<file path="src/rtl/cu_pkg.sv">
// cu_pkg: shared definitions for the multi-cycle MIPS control unit.
// Holds the FSM state enum, the opcode constants decoded by the control
// unit and the encodings of the multi-bit datapath select outputs.
package cu_pkg;

   typedef enum logic [3:0] {
      StFetch    = 4'd0,
      StDecode   = 4'd1,
      StMemAdr   = 4'd2,
      StMemRead  = 4'd3,
      StMemWb    = 4'd4,
      StMemWrite = 4'd5,
      StExecute  = 4'd6,
      StRtypeWb  = 4'd7,
      StBranch   = 4'd8,
      StJump     = 4'd9,
      StImmEx    = 4'd10,
      StImmWb    = 4'd11,
      StJal      = 4'd12,
      StIllegal  = 4'd13,
      StBusErr   = 4'd14
   } cu_state_e;

   // Opcode field IR[31:26]
   localparam logic [5:0] OP_RTYPE = 6'b000000;
   localparam logic [5:0] OP_J     = 6'b000010;
   localparam logic [5:0] OP_JAL   = 6'b000011;
   localparam logic [5:0] OP_BEQ   = 6'b000100;
   localparam logic [5:0] OP_BNE   = 6'b000101;
   localparam logic [5:0] OP_ADDI  = 6'b001000;
   localparam logic [5:0] OP_ANDI  = 6'b001100;
   localparam logic [5:0] OP_LW    = 6'b100011;
   localparam logic [5:0] OP_SW    = 6'b101011;

   // ALUOp
   localparam logic [1:0] ALU_ADD   = 2'b00;
   localparam logic [1:0] ALU_SUB   = 2'b01;
   localparam logic [1:0] ALU_FUNCT = 2'b10;
   localparam logic [1:0] ALU_AND   = 2'b11;

   // PCSource
   localparam logic [1:0] PC_ALU    = 2'b00;
   localparam logic [1:0] PC_ALUOUT = 2'b01;
   localparam logic [1:0] PC_JUMP   = 2'b10;

   // MemtoReg
   localparam logic [1:0] M2R_ALUOUT = 2'b00;
   localparam logic [1:0] M2R_MDR    = 2'b01;
   localparam logic [1:0] M2R_PC     = 2'b10;

   // RegDst
   localparam logic [1:0] RDST_RT = 2'b00;
   localparam logic [1:0] RDST_RD = 2'b01;
   localparam logic [1:0] RDST_RA = 2'b10;

   // States that issue a memory access and wait for mem_ready
   function automatic logic is_mem_state(cu_state_e s);
      return (s == StFetch) || (s == StMemRead) || (s == StMemWrite);
   endfunction

endpackage

</file>
<file path="src/rtl/cu_wait_timer.sv">
// cu_wait_timer: counts not-ready cycles spent in a memory state and flags
// a timeout when the count has reached MAX_WAIT and memory is still not ready.
// Ports:
//   clk_i      clock
//   rst_ni     asynchronous active-low reset
//   clear_i    clear the count (FSM state is changing)
//   stall_i    current cycle is a memory state with mem_ready low
//   timeout_o  stall with the count already at MAX_WAIT
module cu_wait_timer #(
   parameter int unsigned MAX_WAIT = 15,
   parameter int unsigned WAIT_W   = 8
) (
   input  logic clk_i,
   input  logic rst_ni,
   input  logic clear_i,
   input  logic stall_i,
   output logic timeout_o
);

   logic [WAIT_W-1:0] cnt_d, cnt_q;

   always_comb begin
      cnt_d = cnt_q;
      if (clear_i) begin
         cnt_d = '0;
      end else if (stall_i) begin
         cnt_d = cnt_q + 1'b1;
      end
   end

   always_ff @(posedge clk_i or negedge rst_ni) begin
      if (!rst_ni) begin
         cnt_q <= '0;
      end else begin
         cnt_q <= cnt_d;
      end
   end

   assign timeout_o = stall_i && (cnt_q == WAIT_W'(MAX_WAIT));

endmodule

</file>
<file path="src/rtl/cu_multicycle_ext.sv">
// cu_multicycle_ext: Moore control FSM for the multi-cycle MIPS datapath.
// Sequences fetch/decode/execute/memory/writeback with a mem_ready handshake,
// a wait-state timeout into a terminal bus-error state, and illegal-opcode
// detection.
// Ports:
//   clk, reset (async, active-low), opcode = IR[31:26], zero = ALU zero flag,
//   mem_ready = memory access done this cycle.
//   Datapath controls: IorD, MemRead, MemWrite, IRWrite, MemtoReg, RegDst,
//   RegWrite, ALUSrcA, ALUSrcB, ALUOp, PCSource, PCWrite_F.
//   Status: illegal_op (pulse), bus_error (sticky until reset).
module cu_multicycle_ext
   import cu_pkg::*;
#(
   parameter int unsigned MEM_HANDSHAKE = 1,
   parameter int unsigned MAX_WAIT      = 15,
   parameter int unsigned WAIT_W        = 8
) (
   input  logic       clk,
   input  logic       reset,
   input  logic [5:0] opcode,
   input  logic       zero,
   input  logic       mem_ready,
   output logic       IorD,
   output logic       MemRead,
   output logic       MemWrite,
   output logic       IRWrite,
   output logic [1:0] MemtoReg,
   output logic [1:0] RegDst,
   output logic       RegWrite,
   output logic       ALUSrcA,
   output logic [1:0] ALUSrcB,
   output logic [1:0] ALUOp,
   output logic [1:0] PCSource,
   output logic       PCWrite_F,
   output logic       illegal_op,
   output logic       bus_error
);

   cu_state_e state_d, state_q;
   logic      ready;
   logic      stall;
   logic      timeout;
   logic      pc_write;
   logic      pc_write_cond;
   logic      is_bne;

   assign ready  = (MEM_HANDSHAKE == 0) ? 1'b1 : mem_ready;
   assign stall  = is_mem_state(state_q) && !ready;
   assign is_bne = (opcode == OP_BNE);

   cu_wait_timer #(
      .MAX_WAIT (MAX_WAIT),
      .WAIT_W   (WAIT_W)
   ) u_wait_timer (
      .clk_i     (clk),
      .rst_ni    (reset),
      .clear_i   (state_d != state_q),
      .stall_i   (stall),
      .timeout_o (timeout)
   );

   always_ff @(posedge clk or negedge reset) begin
      if (!reset) begin
         state_q <= StFetch;
      end else begin
         state_q <= state_d;
      end
   end

   // Next state
   always_comb begin
      state_d = state_q;
      case (state_q)
         StFetch:    if (ready) state_d = StDecode;
         StDecode: begin
            case (opcode)
               OP_LW, OP_SW:     state_d = StMemAdr;
               OP_RTYPE:         state_d = StExecute;
               OP_BEQ, OP_BNE:   state_d = StBranch;
               OP_J:             state_d = StJump;
               OP_JAL:           state_d = StJal;
               OP_ADDI, OP_ANDI: state_d = StImmEx;
               default:          state_d = StIllegal;
            endcase
         end
         StMemAdr:   state_d = (opcode == OP_LW) ? StMemRead : StMemWrite;
         StMemRead:  if (ready) state_d = StMemWb;
         StMemWrite: if (ready) state_d = StFetch;
         StExecute:  state_d = StRtypeWb;
         StImmEx:    state_d = StImmWb;
         StMemWb, StRtypeWb, StImmWb, StBranch, StJump, StJal, StIllegal:
                     state_d = StFetch;
         StBusErr:   state_d = StBusErr;
         default:    state_d = StFetch;
      endcase
      // A ready in the same cycle as the limit wins; timeout already implies !ready
      if (timeout) state_d = StBusErr;
   end

   // Outputs
   always_comb begin
      IorD          = 1'b0;
      MemRead       = 1'b0;
      MemWrite      = 1'b0;
      IRWrite       = 1'b0;
      MemtoReg      = M2R_ALUOUT;
      RegDst        = RDST_RT;
      RegWrite      = 1'b0;
      ALUSrcA       = 1'b0;
      ALUSrcB       = 2'b00;
      ALUOp         = ALU_ADD;
      PCSource      = PC_ALU;
      pc_write      = 1'b0;
      pc_write_cond = 1'b0;
      illegal_op    = 1'b0;
      bus_error     = 1'b0;
      case (state_q)
         StFetch: begin
            MemRead  = 1'b1;
            ALUSrcB  = 2'b01;
            IRWrite  = ready;
            pc_write = ready;
         end
         StDecode:   ALUSrcB = 2'b11;
         StMemAdr: begin
            ALUSrcA = 1'b1;
            ALUSrcB = 2'b10;
         end
         StMemRead: begin
            MemRead = 1'b1;
            IorD    = 1'b1;
         end
         StMemWrite: begin
            MemWrite = 1'b1;
            IorD     = 1'b1;
         end
         StMemWb: begin
            MemtoReg = M2R_MDR;
            RegWrite = 1'b1;
         end
         StExecute: begin
            ALUSrcA = 1'b1;
            ALUOp   = ALU_FUNCT;
         end
         StRtypeWb: begin
            RegDst   = RDST_RD;
            RegWrite = 1'b1;
         end
         StImmEx: begin
            ALUSrcA = 1'b1;
            ALUSrcB = 2'b10;
            ALUOp   = (opcode == OP_ANDI) ? ALU_AND : ALU_ADD;
         end
         StImmWb:    RegWrite = 1'b1;
         StBranch: begin
            ALUSrcA       = 1'b1;
            ALUOp         = ALU_SUB;
            PCSource      = PC_ALUOUT;
            pc_write_cond = 1'b1;
         end
         StJump: begin
            PCSource = PC_JUMP;
            pc_write = 1'b1;
         end
         StJal: begin
            // Links the PC+4 already latched during fetch
            PCSource = PC_JUMP;
            pc_write = 1'b1;
            RegDst   = RDST_RA;
            MemtoReg = M2R_PC;
            RegWrite = 1'b1;
         end
         StIllegal:  illegal_op = 1'b1;
         StBusErr:   bus_error  = 1'b1;
         default:    ;
      endcase
      PCWrite_F = pc_write | (pc_write_cond & (zero ^ is_bne));
      // Reset kills every request immediately, not at the next edge
      if (!reset) begin
         IorD       = 1'b0;
         MemRead    = 1'b0;
         MemWrite   = 1'b0;
         IRWrite    = 1'b0;
         MemtoReg   = 2'b00;
         RegDst     = 2'b00;
         RegWrite   = 1'b0;
         ALUSrcA    = 1'b0;
         ALUSrcB    = 2'b00;
         ALUOp      = 2'b00;
         PCSource   = 2'b00;
         PCWrite_F  = 1'b0;
         illegal_op = 1'b0;
         bus_error  = 1'b0;
      end
   end

endmodule

</file>
<file path="config.mk">
export PLATFORM = sky130hd
export DESIGN_NAME = cu_multicycle_ext
export DESIGN_NICKNAME = d
export VERILOG_FILES = /design/src/rtl/cu_pkg.sv /design/src/rtl/cu_wait_timer.sv /design/src/rtl/cu_multicycle_ext.sv
export SDC_FILE = /design/constraint.sdc
export NUM_CORES = 1
export LEC_CHECK = 0
export ABC_AREA = 0
export BUFFER_PORTS_ARGS = -buffer_cell sky130_fd_sc_hd__buf_4
export CORE_MARGIN = 5
export CORE_UTILIZATION = 35
export DETAILED_ROUTE_END_ITERATION = 8
export GPL_ROUTABILITY_DRIVEN = 0
export MAX_ROUTING_LAYER = met4
export SYNTH_ARGS = -nofsm -noshare
export SYNTH_HDL_FRONTEND = slang
export SYNTH_HIERARCHICAL = 1
export SYNTH_SLANG_ARGS = --single-unit
export TNS_END_PERCENT = 50
</file>
<file path="constraint.sdc">
create_clock -name clk -period 3.04 [get_ports clk]
set_input_delay 0.608 -clock clk [delete_from_list [all_inputs] [get_ports clk]]
set_output_delay 0.608 -clock clk [all_outputs]
set_load 0.01 [all_outputs]
</file>
; ---- Word level (Yosys, flattened, before mapping)
; Index checks and enable logic that the tools add are counted.
[word_totals]
in_bits = 10
word_cells = 86
reg_bits = 12
[op_classes]
n_reduce_logical = 17
muxes = 39
n_bitwise = 3
n_eq_ne = 24
addsub = 1
[op_table]
columns = operator, count
row1 = $pmux 4 s8, 1
row2 = $eq 4x4->1 const B, 7
row3 = $pmux 4 s6, 1
row4 = $mux 1, 18
row5 = $eq 4x3->1 const B, 4
row6 = $mux 4, 4
row7 = $mux 8, 2
row8 = $reduce_or 2->1, 7
row9 = $eq 6x2->1 const B, 2
row10 = $eq 6x3->1 const B, 2
row11 = $eq 6x4->1 const B, 2
row12 = $eq 6x6->1 const B, 2
row13 = $mux 2, 6
row14 = $pmux 2 s2, 3
row15 = $pmux 2 s3, 2
row16 = $add 8x1->8 const B, 1
row17 = $eq 4x2->1 const B, 2
row18 = $eq 8x4->1 const B, 1
row19 = $reduce_or 4->1, 2
row20 = $logic_not 6->1, 1
row21 = $eq 4x1->1 const B, 1
row22 = $logic_not 4->1, 1
row23 = $ne 4x4->1, 1
row24 = $mux 3, 1
row25 = 8 further kinds, 10

; ---- Logic depth before layout (Yosys ltp)
[depth]
ltp_word = 8
mapped_depth = 15
mapped_depth_nobuf = 11

; ---- By module
; The synthesis kept the hierarchy.
[modules_own_cells]
columns = mod, cells_each, area_each_um2, n_inst
row1 = cu_multicycle_ext, 120, 795.8, 1
row2 = cu_wait_timer, 40, 414.1, 1

; ---- Worst setup path before layout
; OpenSTA, ideal clock, no wires.
[synth_path]
path_type = reg-to-reg
start = reg state_q[2]
end = reg u_wait_timer.cnt_q[7]
setup_time_ps = 63
path_buffers = 4
t_required_ps = 2977
slack_ps = -54
stages_incl_launch_ff = 16
t_arrival_ps = 3031
period_less_slack_ps = 3094
path_cell_list = dfrtp_1 -> clkbuf_8 -> clkbuf_1 -> xor2_1 -> nor2_1 -> a21oi_1 -> nor3_1 -> buf_4 -> nand4_4 -> nor2_1 -> a221oi_1 -> xnor2_1 -> a21oi_1 -> or4_1 -> buf_1 -> o21ba_2
[synth_between]
elab_chain_len = 8
[synth_lines]
columns = item, line_no
row1 = "start, declared", cu_multicycle_ext.sv:39  ; cu_state_e state_d, state_q;
row2 = "start signal, assigned", cu_multicycle_ext.sv:64  ; state_q <= StFetch;
row3 = "start signal, assigned", cu_multicycle_ext.sv:66  ; state_q <= state_d;
row4 = $eq 4x2->1 / $logic_not 4->1 (equally long branches), cu_pkg.sv:58  ; return (s == StFetch) || (s == StMemRead) || (s == StMemWrite);
row5 = $logic_or 1x1->1, cu_pkg.sv:58
row6 = $logic_or 1x1->1 (*), cu_pkg.sv:58
row7 = $logic_and 1x1->1 (*), cu_multicycle_ext.sv:48  ; assign stall = is_mem_state(state_q) && !ready;
row8 = net stall, cu_multicycle_ext.sv:41  ; logic stall;
row9 = $logic_and 1x1->1 (*), cu_wait_timer.sv:39  ; assign timeout_o = stall_i && (cnt_q == WAIT_W'(MAX_WAIT));
row10 = net timeout, cu_multicycle_ext.sv:42  ; logic timeout;
row11 = $mux 4 (*), cu_multicycle_ext.sv:97  ; if (timeout) state_d = StBusErr;
row12 = $ne 4x4->1 (*), cu_multicycle_ext.sv:57  ; .clear_i (state_d != state_q),
row13 = $mux 8 / $reduce_bool 2->1 (equally long branches), -
row14 = "end signal, assigned", cu_wait_timer.sv:35  ; cnt_q <= cnt_d;
row15 = "end, declared", cu_wait_timer.sv:20  ; logic [WAIT_W-1:0] cnt_d, cnt_q;
; Mark *: on every way through the listed nets, which the timed path passes. The rest lies on a longest branch.
; A chain may end at the register's enable or synchronous reset.

; ---- Worst setup path after layout
[layout_path]
start = reg state_q[0]
end = reg u_wait_timer.cnt_q[5]
; The elaborated chain is that of the path after synthesis.

==> results by stage <==
Placement:
- In this run the cell area measured after placement is 1443 um2.
- The worst setup slack after placement is 0.1767 ns.
- The post-detailed-placement half-perimeter wirelength is 2483 um.
- During placement, the flow inserted port buffers numbering 28.
- The number of placed instances, taps included is 230.

Cells and area:
- Counting the fill cells in the layout gives 357.
- The area used by multi-input combinational logic is 820.8 um2.
- The share of the core filled with cells is 44.51%.
- Leaving out fill and tap cells, the most frequent cells in the layout are buf_4 (34), nor2_1 (24), nand2_1 (12), dfrtp_1 (12).
- The area taken by flip-flops and latches is 300.3 um2.
- The number of antenna diodes is 0.
- The finished layout holds 234 standard cells, fillers aside.
- The post-route netlist has 25.53% of its cells at a drive strength greater than 1.
- The synthesis-to-layout area growth is 22.75%.
- Leaving out fill and tap cells, the most frequent cell in the layout is buf_4.
- After routing the design area is 1485 um2.
- The final layout net count is 200.

Routing:
- For this run, the detailed router's first-pass iteration total came to 4.
- Dividing the detail-routed wire length by the instance count gives 13.38 um.
- The initial DRC count is 64.
- The remaining routing DRC violations is 0.
- The wire length reported by the detailed router is 3130 um.
- The via count is 1280.
- Using the TritonRoute via totals, the vias-per-cell ratio works out to 5.470.
- The post-detailed-route count of antenna-violating nets is 0.

Worst setup path:
- The data arrival time of the critical path is 3.05 ns.
- Data on the critical path is required at its endpoint by 3.24 ns.
- STA classifies the critical path endpoint as a flip-flop.
- Along the worst path, the maximum fanout reaches 8.
- The kind of start point of the critical path is a flip-flop.
- The classification of the worst setup path is reg -> reg.

Yosys:
- The number of nets handed over by synthesis was 171.
- In this run the biggest area consumer among cell types represents 24.82% of the synthesized area.
- The cell area that synthesis handed to floorplanning was 1210 um2.
- Summed over all instances, the cell type with the most area after synthesis is dfrtp_1.
- In the synthesized netlist the dominant register cell turns out to be dfrtp_1.
- Sorting the synthesized cells by area gives the leading types as dfrtp_1 (25%), nor2_1 (7.4%), a21oi_1 (4.6%), nor3_1 (4.6%), xor2_1 (4.3%).
- The cell count after synthesis is 160.
- The portion of the post-synthesis area used by sequential elements is 24.82%.
- The Yosys step of the flow raised 6 warnings.
- Of all flip-flops after synthesis, the portion carrying an async set or reset was 100.0%.
- In this run, synthesis produced a sequential element count of 12.
- A synthesized cell averages 7.562 um2.
- Yosys mapped the design onto 47 distinct sky130hd cell types.
- The number of synthesized flops with an enable pin is 0.

Clock tree:
- At the later pin of the worst-skew pair, clock insertion delay measures 0.27 ns.
- The CTS tree is yes.
- Post-CTS timing repair inserted 0 buffers for setup.
- The number of buffers added to fix hold violations after cts is 0.
- CTS built an H-tree with a depth of 1.
- The count of clock tree sinks is 12.
- The clock transition at the registers of the reported paths is 0.07 ns.
- Buffers inserted during clock tree synthesis total 3.
- The clock passes through at most 2 buffers.
- The root buffer cell chosen for the clock tree is clkbuf_4.

Global routing:
- The initial antenna violation count came to 0.
- The via count of the first global-routing pass was 1151.
- The first global-routing pass estimated 5175 um of wire.
- In the global route stage, overall resource usage came out at 14.63%.
- The pin count of the biggest net entering global routing is 21.
- The total overflow left after global routing is 0.

Die:
- The area inside the core boundary is 3337 um2.
- The standard-cell row count is 21.
- The horizontal extent of the die is 68.80 um.
- During I/O placement, the number of pins put on the boundary was 29.
- The floorplan step set the die height to 68.80 um.
- The starting density of the core is 36.26%.
- The die area is 4733 um2.

Status:
- The flow ran to the end, and the final reports show no timing, DRC or antenna violations.

STA:
- Setup violations remaining at the end of the flow were counted as 0.
- The post-route worst hold slack is 0.1769 ns.
- For this run, the top clock speed supported by timing is 350.8 MHz.
- The ratio of final minimum period to clock period is 93.78%.
- The number of hold-slack violations in the final timing report is 0.
- The accumulated negative setup slack is 0 ns.
- Across the routed clock network, the largest skew measured is 0.0006961 ns.
- The count of final max-slew check failures is 0.
- The relative slew slack is 76.84%.
- The setup slack of the critical path after layout is 0.1890 ns.
- The clock period minus final worst setup slack is 2.851 ns.
- The slew at the pin closest to its max-slew limit is 0.3448 ns.

Worst hold path:
- The worst hold path belongs to the class in -> async.

Power:
- Summed over all cells, the static leakage comes to 0.6447 nW.
- The power per cell area is 634.5 nW/um2.
- VDD sags by at most 225.7 uV.
- Summing internal, switching and leakage power gives 0.9423 mW.

Flow run:
- The tool flagged a number of max-cap violations equal to 0.
-- cell families after synthesis --
| kind of cell | count (synthesis) | synth area share (%) |
|---|---|---|
| AND/OR/NAND/NOR | 87 | 39.50 |
| AO/OA/AOI/OAI | 35 | 18.72 |
| buffers and inverters | 14 | 7.858 |
| flip-flops | 12 | 24.82 |
| XOR/XNOR | 10 | 7.239 |
| multiplexers | 1 | 0.8273 |
| adder cells (fa/ha/maj) | 1 | 1.034 |
-- synthesized netlist by cell type (2+ instances only) --
cell / n
nand2b_1: 7
inv_1: 4
o21ai_0: 9
xnor2_1: 4
nand2_1: 12
a211oi_1: 3
xor2_1: 6
or2_2: 2
nor2b_1: 3
clkbuf_1: 3
nor4b_1: 2
a21oi_1: 11
nor4_1: 3
or3_1: 3
o31a_1: 2
nand3_1: 7
or4_1: 2
nor3_1: 11
nor3b_1: 2
nor2_1: 24
dfrtp_1: 12
clkbuf_8: 3
-- worst max-delay path: stages, from the launching register on --
cell      delay [ns]
dfrtp_1         0.46
xor2_1          0.18
nor2_1          0.11
a21oi_1         0.05
nor3_1          0.15
buf_4           0.18
nand4_4         0.13
nor2_1          0.32
a221oi_2        0.10
xnor2_1         0.17
a21oi_1         0.09
or4_1           0.53
buf_4           0.18
a21oi_1         0.12
-- metal layers --
| metal | up-vias | wire, um | GRT usage, % |
|---|---|---|---|
| met5 | - | 0 | - |
| met4 | 0 | 0 | 2.920 |
| met3 | 0 | 91 | 1.945 |
| met2 | 30 | 1567 | 24.43 |
| met1 | 621 | 1470 | 19.01 |
| li1 | 629 | - | - |
-- worst paths after layout --
path                                        from                    end  slack [ns]  cells past startpoint
max                                   state_q[0]  u_wait_timer/cnt_q[5]        0.19                     13
min                                        reset  u_wait_timer/cnt_q[3]        0.18                      1
max reg2reg                           state_q[0]  u_wait_timer/cnt_q[5]        0.19                     13
min reg2reg                u_wait_timer/cnt_q[1]  u_wait_timer/cnt_q[1]        0.59                      2
max in group asynchronous                  reset             state_q[1]        2.69                      1
min in group clk           u_wait_timer/cnt_q[1]  u_wait_timer/cnt_q[1]        0.59                      2
-- sequential cells by signal, indices dropped and copies added, names as in the netlist --
name / flops
u_wait_timer/cnt_q: 8
state_q: 4
-- area by class of cell --
| class | instances | area share (%) |
|---|---|---|
| clock buffers | 4 | 2.443 |
| inverters | 4 | 1.011 |
| multi-input cells | 134 | 55.27 |
| flip-flops and latches | 12 | 20.22 |
| well taps | 46 | 3.875 |
| repair buffers | 34 | 17.19 |
-- timing repair --
item                       CTS  global route
setup endpoints to repair    0             3
hold endpoints to repair     0             0
resized for setup            0             1
-- report_power, final --
group / switching [mW] / leakage, nW / internal (mW)
clock network: 0.0518 / 0.0210 / 0.0727
logic: 0.330 / 0.459 / 0.272
registers: 0.0347 / 0.164 / 0.181
total: 0.416 / 0.645 / 0.526
Power figures use the tool's default switching activity.
